--- src/rtl/alu_sequencer.sv ---
// rtl/alu_sequencer.sv - request/response sequencer driving the combinational datapath ALU, MUL as shift-add loop
// Optional build macro: ALU_SEQ_MUL_EARLY_EXIT_EN (MUL loop stops once the remaining multiplier is exhausted).
module alu_sequencer #(
  parameter int WIDTH = 21
) (
  input  logic             clk,
  input  logic             rst_n,
  input  logic             ReqValid,
  output logic             ReqReady,
  input  logic [2:0]       ReqOp,
  input  logic [WIDTH-1:0] ReqA,
  input  logic [WIDTH-1:0] ReqB,
  output logic             RspValid,
  input  logic             RspReady,
  output logic [WIDTH-1:0] RspResult,
  output logic             RspZero,
  output logic [WIDTH-1:0] AluA,
  output logic [WIDTH-1:0] AluB,
  output logic [2:0]       AluControl,
  input  logic [WIDTH-1:0] AluResult,
  input  logic             AluZero
);

  localparam int CW = $clog2(WIDTH);
  localparam logic [CW-1:0] LAST_ITER = CW'(WIDTH - 1);
  localparam logic [2:0] OP_ADD = 3'b000;
  localparam logic [2:0] OP_SUB = 3'b001;
  localparam logic [2:0] OP_MUL = 3'b101;
  localparam logic [2:0] OP_EQ  = 3'b110;

  typedef enum logic [1:0] {IDLE, EXEC, MUL_LOOP, RESP} state_t;

  state_t          state, state_nxt;
  logic [2:0]      op_q;
  // mc/mp double as the latched A/B operands for single-step ops
  logic [WIDTH-1:0] acc, mc, mp;
  logic [CW-1:0]    cnt;
  logic             mul_done;

`ifdef ALU_SEQ_MUL_EARLY_EXIT_EN
  assign mul_done = (cnt == LAST_ITER) || ((mp >> 1) == '0);
`else
  assign mul_done = (cnt == LAST_ITER);
`endif

  assign ReqReady = (state == IDLE);
  assign RspValid = (state == RESP);
  assign RspZero  = (RspResult == '0);

  always_comb begin
    state_nxt  = state;
    AluA       = '0;
    AluB       = '0;
    AluControl = OP_ADD;
    case (state)
      IDLE: begin
        if (ReqValid) state_nxt = (ReqOp == OP_MUL) ? MUL_LOOP : EXEC;
      end
      EXEC: begin
        AluA       = mc;
        AluB       = mp;
        AluControl = (op_q == OP_EQ) ? OP_SUB : op_q;
        state_nxt  = RESP;
      end
      MUL_LOOP: begin
        AluA = acc;
        AluB = mp[0] ? mc : '0;
        if (mul_done) state_nxt = RESP;
      end
      RESP: begin
        if (RspReady) state_nxt = IDLE;
      end
      default: state_nxt = IDLE;
    endcase
  end

  always_ff @(posedge clk or negedge rst_n) begin
    if (!rst_n) begin
      state     <= IDLE;
      op_q      <= '0;
      acc       <= '0;
      mc        <= '0;
      mp        <= '0;
      cnt       <= '0;
      RspResult <= '0;
    end else begin
      state <= state_nxt;
      case (state)
        IDLE: begin
          if (ReqValid) begin
            op_q <= ReqOp;
            mc   <= ReqA;
            mp   <= ReqB;
            acc  <= '0;
            cnt  <= '0;
          end
        end
        EXEC: begin
          // EQ is a subtract whose zero flag becomes the 0/1 result
          RspResult <= (op_q == OP_EQ) ? {{(WIDTH-1){1'b0}}, AluZero} : AluResult;
        end
        MUL_LOOP: begin
          acc <= AluResult;
          mc  <= mc << 1;
          mp  <= mp >> 1;
          cnt <= cnt + CW'(1);
          if (mul_done) RspResult <= AluResult;
        end
        default: ;
      endcase
    end
  end

endmodule

--- config.mk ---
export PLATFORM = sky130hd
export DESIGN_NAME = alu_sequencer
export DESIGN_NICKNAME = d
export VERILOG_FILES = /design/src/rtl/alu_sequencer.sv
export SDC_FILE = /design/constraint.sdc
export NUM_CORES = 1
export LEC_CHECK = 0
export CAP_MARGIN = 30
export CORE_ASPECT_RATIO = 1.1
export CORE_UTILIZATION = 43
export CTS_CLUSTER_SIZE = 14
export DETAILED_ROUTE_END_ITERATION = 6
export GPL_TIMING_DRIVEN = 0
export PLACE_DENSITY = 0.88
export SLEW_MARGIN = 5
export SYNTH_ARGS = -nofsm -noshare
export SYNTH_HDL_FRONTEND = slang
export SYNTH_SLANG_ARGS = --single-unit
--- constraint.sdc ---
create_clock -name clk -period 1.87 [get_ports clk]
set_clock_uncertainty 0.1 [all_clocks]
set_input_delay 0.374 -clock clk [delete_from_list [all_inputs] [get_ports clk]]
set_output_delay 0.374 -clock clk [all_outputs]
set_load 0.005 [all_outputs]
Word level (Yosys, flattened, before mapping)
Index checks and enable logic that the tools add are counted.
{"block": "word_totals", "input_bits": 71, "elab_cells": 46, "register_bits": 94, "output_inout_bits": 69}
{"block": "classes", "addsub": 1, "muxes": 21, "eq_ne": 9, "reduce_logical": 8}
{"cell": "$pmux W21 S2", "count": 6}
{"cell": "$mux W21", "count": 6}
{"cell": "$logic_not A21 Y1", "count": 1}
{"cell": "$pmux W5 S2", "count": 1}
{"cell": "$mux W2", "count": 4}
{"cell": "$pmux W2 S4", "count": 1}
{"cell": "$eq A3 B3 Y1 const B", "count": 2}
{"cell": "$mux W3", "count": 2}
{"cell": "$reduce_and A2 Y1", "count": 3}
{"cell": "$add A5 B1 Y5 const B", "count": 1}
{"cell": "$eq A5 B5 Y1 const B", "count": 1}
{"cell": "$mux W5", "count": 1}
{"cell": "$eq A2 B2 Y1 const B", "count": 2}
{"cell": "$ne A2 B2 Y1 const B", "count": 2}
{"cell": "$reduce_bool A2 Y1", "count": 2}
{"cell": "$reduce_and A3 Y1", "count": 1}
{"cell": "$eq A2 B1 Y1 const B", "count": 1}
{"cell": "$logic_not A2 Y1", "count": 1}
{"cell": "$ne A2 B1 Y1 const B", "count": 1}

Logic depth before layout (Yosys ltp)
Gate-level depths: netlist of the first run.
{"block": "depth", "word_depth": 4, "depth_mapped": 7, "ltp_nobuf": 5}

Worst setup path after synthesis of the first run
OpenSTA, ideal clock, no wires.
{"block": "synth_timing", "path_kind": "register to output", "start": "register state[0]", "end": "output port AluB[10]", "path_slack_ps": -81, "n_path_buf": 2, "stages_incl_launch_ff": 8, "arrival_time_ps": 1477, "t_required_ps": 1396, "cell_sequence": "dfrtp_1 -> inv_1 -> ha_1 -> clkbuf_1 -> and2_1 -> clkbuf_1 -> a22oi_1 -> nor2_1"}
{"block": "synth_via", "elab_chain_cells": 2, "word_cells_on_any_way": 3, "classes_between": "eq/ne (2); mux (1)"}
{"element": "from (decl)", "line_no": "33", "source": "state_t state, state_nxt;"}
{"element": "from (signal assigned)", "line_no": "87", "source": "state <= state_nxt;"}
{"element": "$eq A2 B2 Y1 or $eq A2 B1 Y1 (tied branches)", "line_no": "55", "source": "case (state)"}
{"element": "$pmux W21 S2 (*)", "line_no": "55"}
{"element": "to (decl)", "line_no": "18", "source": "output logic [WIDTH-1:0] AluB,"}
Mark *: on every way between the ends. The rest lies on a longest branch, timed or not.

Final worst setup path of the first run
{"block": "layout_timing", "start": "register state[0]", "end": "output port AluB[14]"}
The elaborated chain is that of the path after synthesis.

==> flow_metrics.py, run 1 <==
metrics = {
    "outcome": {
        "outcome": "finished, violations left",
        "violations": "setup timing",
    },
    "synth": {
        "synth-compound-area-share_pct": 15.0,
        "synth_nets": 604,
        "syn_inst": 526,
        "yosys-top-cells-area": "dfrtp_1 49%, mux2i_1 13%, nand2_1 8.6%",
        "ys_seq_area_share_pct": 48.8,
        "syn_area_sq_mm": 0.00482,
        "synthMuxAreaShare_pct": 14.4,
        "yosysTopAreaCell": "dfrtp_1",
        "synth_xor_area_share_pct": 0,
        "synth_simple_gate_area_share_pct": 14.2,
        "synth_adder_area_share_pct": 1.82,
        "yosys_register_bits": 94,
        "ys_warn_count": 0,
        "synth_top_area_share_pct": 48.8,
        "syn_avg_cell_area_sq_um": 9.16,
        "synth_top_family_by_area": "compound AO/OA/AOI/OAI gates",
        "synthDistinctLibCells": 30,
    },
    "placed_design": {
        "gp_congestion": 0.882,
        "dp_cells": 813,
        "dp_hpwl_microns": 10900,
        "io_buffers": 139,
    },
    "critical_path": {
        "critPathKind": "flip-flop to output pin",
        "cp-start-kind": "flip-flop",
        "cp_max_fo": 5,
        "critPathArrivalTime_ns": 2.07,
        "critPathCaptureType": "output pin",
        "critical-path-max-stage-delay_ns": 0.45,
        "crit_slowest_cell": "dfrtp_1",
        "cp_cell_sequence": "inv_4, buf_6, ha_4, and2_4, buf_8, a22oi_2, nor2_4, buf_2",
        "reg2reg_depth": 8,
        "worstPathRequired_ns": 1.40,
    },
    "final_layout": {
        "final_cell_mix": "92 x dfrtp_1, 89 x clkdlybuf4s50_1, 61 x mux2i_1",
        "drive_above_1_share_pct": 51.2,
        "area_delta_synth_final_pct": 83.8,
        "final_util_pct": 81.2,
        "final_common_cell": "dfrtp_1",
        "finalNonFillerCells": 895,
        "diodes": 0,
        "fin_nets": 822,
    },
    "route": {
        "dr.pass1.iters": 5,
        "drt_iter0_drc": 648,
        "wl_per_cell_microns": 27.8,
        "drc": 0,
        "dr_total_vias": 5711,
        "routed_wl_microns": 24900,
        "vias_per_cell": 6.38,
        "detail-route-antenna-nets": 0,
    },
    "power": {
        "seq_power_share_pct": 24.2,
        "power.switching_mw": 8.87,
        "p_leak_nw": 3.91,
        "p_total_mw": 19.4,
        "power_density_mw_per_mm2": 2190,
        "peakVddDrop_v": 0.00136,
        "power_switching_share_pct": 45.7,
        "pwr-share-comb_pct": 65.4,
        "internal-power_mw": 10.5,
        "clock_power_share_pct": 10.4,
    },
    "clock_network": {
        "htreeDepth": 3,
        "clock_sink_count": 94,
        "clk_pin_slew_worst_paths_ns": 0.08,
        "clk-insertion-delay-late_ns": 0.35,
        "root_buffer": "clkbuf_16",
        "cts_tree": "yes",
        "clockBufferDepth": 2,
        "cts_buffers": 9,
    },
    "flow_run": {
        "cap_violations": 0,
    },
    "min_path": {
        "worstHoldPathType": "primary input to async pin",
    },
    "global_routing": {
        "gr-total-overflow": 0,
        "grt_pass1_wl_microns": 29700,
        "grt_use_total_pct": 34.5,
        "grt_max_degree": 62,
        "grt_pass1_vias": 5444,
        "antenna_found_initial": 0,
    },
    "timing": {
        "tightest_slew_ns": 0.576,
        "min_period_ns": 2.54,
        "fin_crit_sh_pct": 136,
        "hold_viol": 0,
        "setup_slack_ns": -0.670,
        "rsz0062_at_grt": "true",
        "setup_viol": 138,
        "fmax_ghz": 0.394,
        "slew_headroom_pct": 60.8,
        "maxSlewViolCount": 0,
    },
    "floorplan": {
        "die_h_microns": 113,
        "core_sq_mm": 0.0109,
        "rows": 40,
        "die_w_microns": 103,
        "start_util_pct": 44.2,
        "io_pins": 140,
        "die_area_sq_mm": 0.0116,
    },
}
-- flip-flops by register name, indices dropped and copies added, names as in the netlist --
| register | flops |
|---|---|
| mp | 21 |
| mc | 21 |
| op_q | 3 |
| state | 2 |
| RspResult | 21 |
| acc | 21 |
| cnt | 5 |
-- worst paths after layout --
check	from	endpoint	slack, ns
setup / recovery	state[0]	AluB[14]	-0.67
hold / removal	rst_n	mp[0]	0.44
setup reg to reg	state[0]	acc[20]	-0.35
hold reg to reg	acc[5]	acc[5]	0.45
max in group asynchronous	rst_n	cnt[1]	0.51
min in group clk	acc[5]	acc[5]	0.45
-- critical path: cells and delay by family, from the launching register on --
family                     cells  cell delay, ns
DFF                            1            0.45
and+or+nand+nor                2            0.28
AOI/OAI and AO/OA              1            0.33
buffers and inverters          4            0.50
adders and majority gates      1            0.17
-- power by group through the flow --
stage               combinational [mW]  sequential (mW)  clock, mW
finish                            12.7             4.69       2.02
global route                      13.1             4.74       2.09
CTS                               9.30             4.14       1.94
detailed placement                5.86             3.94          0
global placement                  5.66             3.90          0
floorplan                         3.48             3.69          0
-- cell type report --
cell class | instances | area [sq um]
Inverter | 29 | 126
Buffer | 37 | 602
Timing Repair Buffer | 209 | 2020
Multi-Input combinational cell | 364 | 3260
Tap cell | 147 | 184
Fill cell | 564 | 2050
Clock buffer | 9 | 225
Sequential cell | 94 | 2350
Clock inverter | 6 | 87.6
-- cells in the mapped netlist, drive strengths merged --
cell / instances
a21oi: 8
a222oi: 1
a22o: 2
a22oi: 41
a32o: 1
and2: 1
buf: 19
clkbuf: 20
clkinv: 1
dfrtp: 94
ha: 7
inv: 28
mux2: 6
mux2i: 62
nand2: 110
nand3: 1
nand4: 2
nand4b: 2
nand4bb: 1
nor2: 43
nor2b: 1
nor3: 1
nor4: 4
o21ai: 66
o31ai: 1
or3: 2
or4: 1
-- cell families after synthesis --
logic type	after synthesis
multiplexers	68
flip-flops	94
buffers and inverters	68
adder cells (fa/ha/maj)	7
AND/OR/NAND/NOR	169
AO/OA/AOI/OAI	120
-- metal layers --
layer | GRT usage, % | vias to the layer above | part of all wire [%]
li1 | - | 2249 | -
met1 | 40.4 | 2748 | 34
met2 | 56.6 | 528 | 47
met3 | 6.55 | 186 | 10
met4 | 23.6 | 0 | 8.8
met5 | 0 | - | 0
-- stage by stage --
stage / hold slack [ns] / area, sq um / TNS (ns) / setup WS [ns]
after global placement: 0.365 / 6390 / -345.57 / -3.01
after detailed placement: 0.263 / 6420 / -69.80 / -1.01
after global routing: 0.461 / 8860 / -48.33 / -0.772
final: 0.441 / 8860 / -44.11 / -0.670
after CTS: 0.402 / 7960 / -18.39 / -0.463
after floorplan: -0.0216 / 4820 / -1.66 / -0.0806
-- repair_timing --
item / CTS / global route
endpoints found under the setup margin: 138 / 140
endpoints found under the hold margin: 33 / 0
hold buffers: 1 / 0
setup buffers: 43 / 9
pin swaps: 53 / 61
gates resized for setup: 392 / 301
cloned: 12 / 8
No activity file was read; power rests on OpenSTA's default activity.
==> run 2: changes to the inputs <==
--- a/config.mk
+++ b/config.mk
@@ -5,8 +5,9 @@
 export SDC_FILE = /design/constraint.sdc
 export NUM_CORES = 1
 export LEC_CHECK = 0
-export CAP_MARGIN = 30
+export CAP_MARGIN = 10
 export CORE_ASPECT_RATIO = 1.1
+export CORE_MARGIN = 5
 export CORE_UTILIZATION = 43
 export CTS_CLUSTER_SIZE = 14
 export DETAILED_ROUTE_END_ITERATION = 6
==> flow_metrics.py, run 2 (synthesis gave the netlist of run 1 again) <==
metrics = {
    "floorplan": {
        "start_util_pct": 44.0,
        "die_area_sq_mm": 0.0134,
        "die_h_microns": 121,
        "core_sq_mm": 0.0110,
        "io_pins": 140,
        "die_w_microns": 111,
        "rows": 40,
    },
    "timing": {
        "min_period_ns": 2.48,
        "maxSlewViolCount": 0,
        "setup_viol": 138,
        "hold_viol": 0,
        "rsz0062_at_grt": "true",
        "fmax_ghz": 0.403,
        "setup_slack_ns": -0.610,
        "tightest_slew_ns": 0.524,
        "fin_crit_sh_pct": 133,
        "final.setup.tns_ns": -39.12,
        "slew_headroom_pct": 64.4,
    },
    "clock_network": {
        "clk_pin_slew_worst_paths_ns": 0.07,
        "cts_tree": "yes",
        "cts_buffers": 9,
        "clock_sink_count": 94,
        "htreeDepth": 3,
        "root_buffer": "clkbuf_16",
        "clockBufferDepth": 2,
        "clk-insertion-delay-late_ns": 0.35,
    },
    "critical_path": {
        "critical-path-max-stage-delay_ns": 0.45,
        "critPathKind": "flip-flop to output pin",
        "crit_slowest_cell": "dfrtp_1",
        "critPathArrivalTime_ns": 2.01,
        "worstPathRequired_ns": 1.40,
        "cp_max_fo": 6,
        "cp-start-kind": "flip-flop",
        "cp_cell_sequence": "inv_4, buf_6, ha_4, buf_12, buf_16, a22oi_2, nor2_2, buf_2",
        "critPathCaptureType": "output pin",
    },
    "placed_design": {
        "io_buffers": 139,
        "gp_congestion": 0.876,
        "dp_slack_ns": -1.03,
        "dp_hpwl_microns": 11500,
    },
    "power": {
        "peakVddDrop_v": 0.00111,
        "clock_power_share_pct": 10.1,
        "p_leak_nw": 3.95,
        "pwr-share-comb_pct": 65.9,
        "power_switching_share_pct": 45.9,
        "power.switching_mw": 8.91,
        "power_density_mw_per_mm2": 2150,
        "internal-power_mw": 10.5,
        "seq_power_share_pct": 24.0,
    },
    "outcome": {
        "outcome": "finished, violations left",
        "violations": "setup timing",
    },
    "final_layout": {
        "diodes": 0,
        "area_delta_synth_final_pct": 87.5,
        "final_cell_mix": "93 x dfrtp_1, 89 x clkdlybuf4s50_1, 55 x mux2i_1",
        "final_common_cell": "dfrtp_1",
        "fin_nets": 825,
        "drive_above_1_share_pct": 51.8,
    },
    "global_routing": {
        "antenna_found_initial": 0,
        "grt_max_degree": 66,
        "grt_pass1_wl_microns": 30200,
        "grt_pass1_vias": 5481,
        "grt_use_total_pct": 28.8,
        "gr-total-overflow": 0,
    },
    "route": {
        "wl_per_cell_microns": 28.3,
        "routed_wl_microns": 25400,
        "vias_per_cell": 6.47,
        "drc": 0,
        "dr_total_vias": 5812,
        "detail-route-antenna-nets": 0,
        "dr.pass1.iters": 6,
        "drt_iter0_drc": 716,
    },
    "min_path": {
        "worstHoldPathType": "primary input to async pin",
    },
    "flow_run": {
        "cap_violations": 0,
    },
}
run 2: cell count changes in the layout (fill, tap and decap cells not counted), sizes merged:
cell	delta
buf	+7
clkbuf	-3
clkinvlp	-3
clkinv	+2
bufinv	-1
inv	+1
run 2: worst paths after layout:
| kind | startpoint | endpoint | slack (ns) | depth (start not counted) |
|---|---|---|---|---|
| worst min register to register | acc[5] | acc[5] | 0.42 | 2 |
| min in group clk | acc[5] | acc[5] | 0.42 | 2 |
| worst max-delay path | state[0] | AluA[3] | -0.61 | 8 |
| worst min-delay path | rst_n | mp[18] | 0.42 | 2 |
| worst max register to register | state[0] | mp[10] | -0.35 | 8 |
| max in group asynchronous | rst_n | RspResult[16] | 0.55 | 3 |
run 2: stage by stage:
step | total power [mW] | std cells | hold slack [ns] | util, % | cell area, sq um
floorplan | 7.18 | 526 | -0.0216 | - | 4820
global placement | 9.62 | 812 | 0.365 | 58.3 | 6390
detailed placement | 9.90 | 813 | 0.240 | 58.6 | 6420
CTS | 15.1 | 877 | 0.407 | 73.3 | 8030
global route | 19.9 | 898 | 0.449 | 82.4 | 9040
finish | 19.4 | 898 | 0.418 | 82.4 | 9040
run 2: cell type report:
class                      instances  area [sq um]
multi-input combinational        364          3310
sequential                        94          2350
timing repair buffer             212          2080
fill                             496          1920
buffer                            36           667
clock buffer                      11           253
tap                              147           184
inverter                          29           126
clock inverter                     4          56.3
timing repair inverter             1          8.76
run 2: worst max-delay path: cells and delay by family, from the launching register on:
| family | cells | cell delay [ns] |
|---|---|---|
| buf+inv | 5 | 0.65 |
| flops | 1 | 0.45 |
| compound gates | 1 | 0.34 |
| fa+ha+maj | 1 | 0.16 |
| simple gates | 1 | 0.05 |
run 2: what timing repair did:
item	4_1_cts	5_1_grt
hold buffers	1	0
setup buffers	40	18
cloned	10	9
endpoints found under the hold margin	29	0
pin swaps	34	72
setup endpoints to repair	138	140
resized for setup	424	302
run 2: routing by layer:
metal / GRT usage [%] / vias up / routed length [microns]
met3: 6.13 / 199 / 2410
met1: 34.0 / 2809 / 8820
li1: - / 2251 / -
met4: 18.6 / 0 / 2370
met2: 47.6 / 553 / 11800
met5: 0 / - / 0
run 2: power groups by stage:
stage	registers, mW	clock network, mW	logic (mW)
6_report	4.65	1.96	12.8
5_1_grt	4.70	2.03	13.2
4_1_cts	4.16	1.90	9.00
3_5_place_dp	3.97	0	5.93
3_3_place_gp	3.91	0	5.70
2_1_floorplan	3.69	0	3.48
==> run 3: changes to the inputs <==
--- a/config.mk
+++ b/config.mk
@@ -5,7 +5,6 @@
 export SDC_FILE = /design/constraint.sdc
 export NUM_CORES = 1
 export LEC_CHECK = 0
-export CAP_MARGIN = 10
 export CORE_ASPECT_RATIO = 1.1
 export CORE_MARGIN = 5
 export CORE_UTILIZATION = 43
@@ -13,7 +12,7 @@
 export DETAILED_ROUTE_END_ITERATION = 6
 export GPL_TIMING_DRIVEN = 0
 export PLACE_DENSITY = 0.88
-export SLEW_MARGIN = 5
+export SLEW_MARGIN = 10
 export SYNTH_ARGS = -nofsm -noshare
 export SYNTH_HDL_FRONTEND = slang
 export SYNTH_SLANG_ARGS = --single-unit
==> results of run 3 <==
Final layout, timing and power as in run 2 (identical DEF).
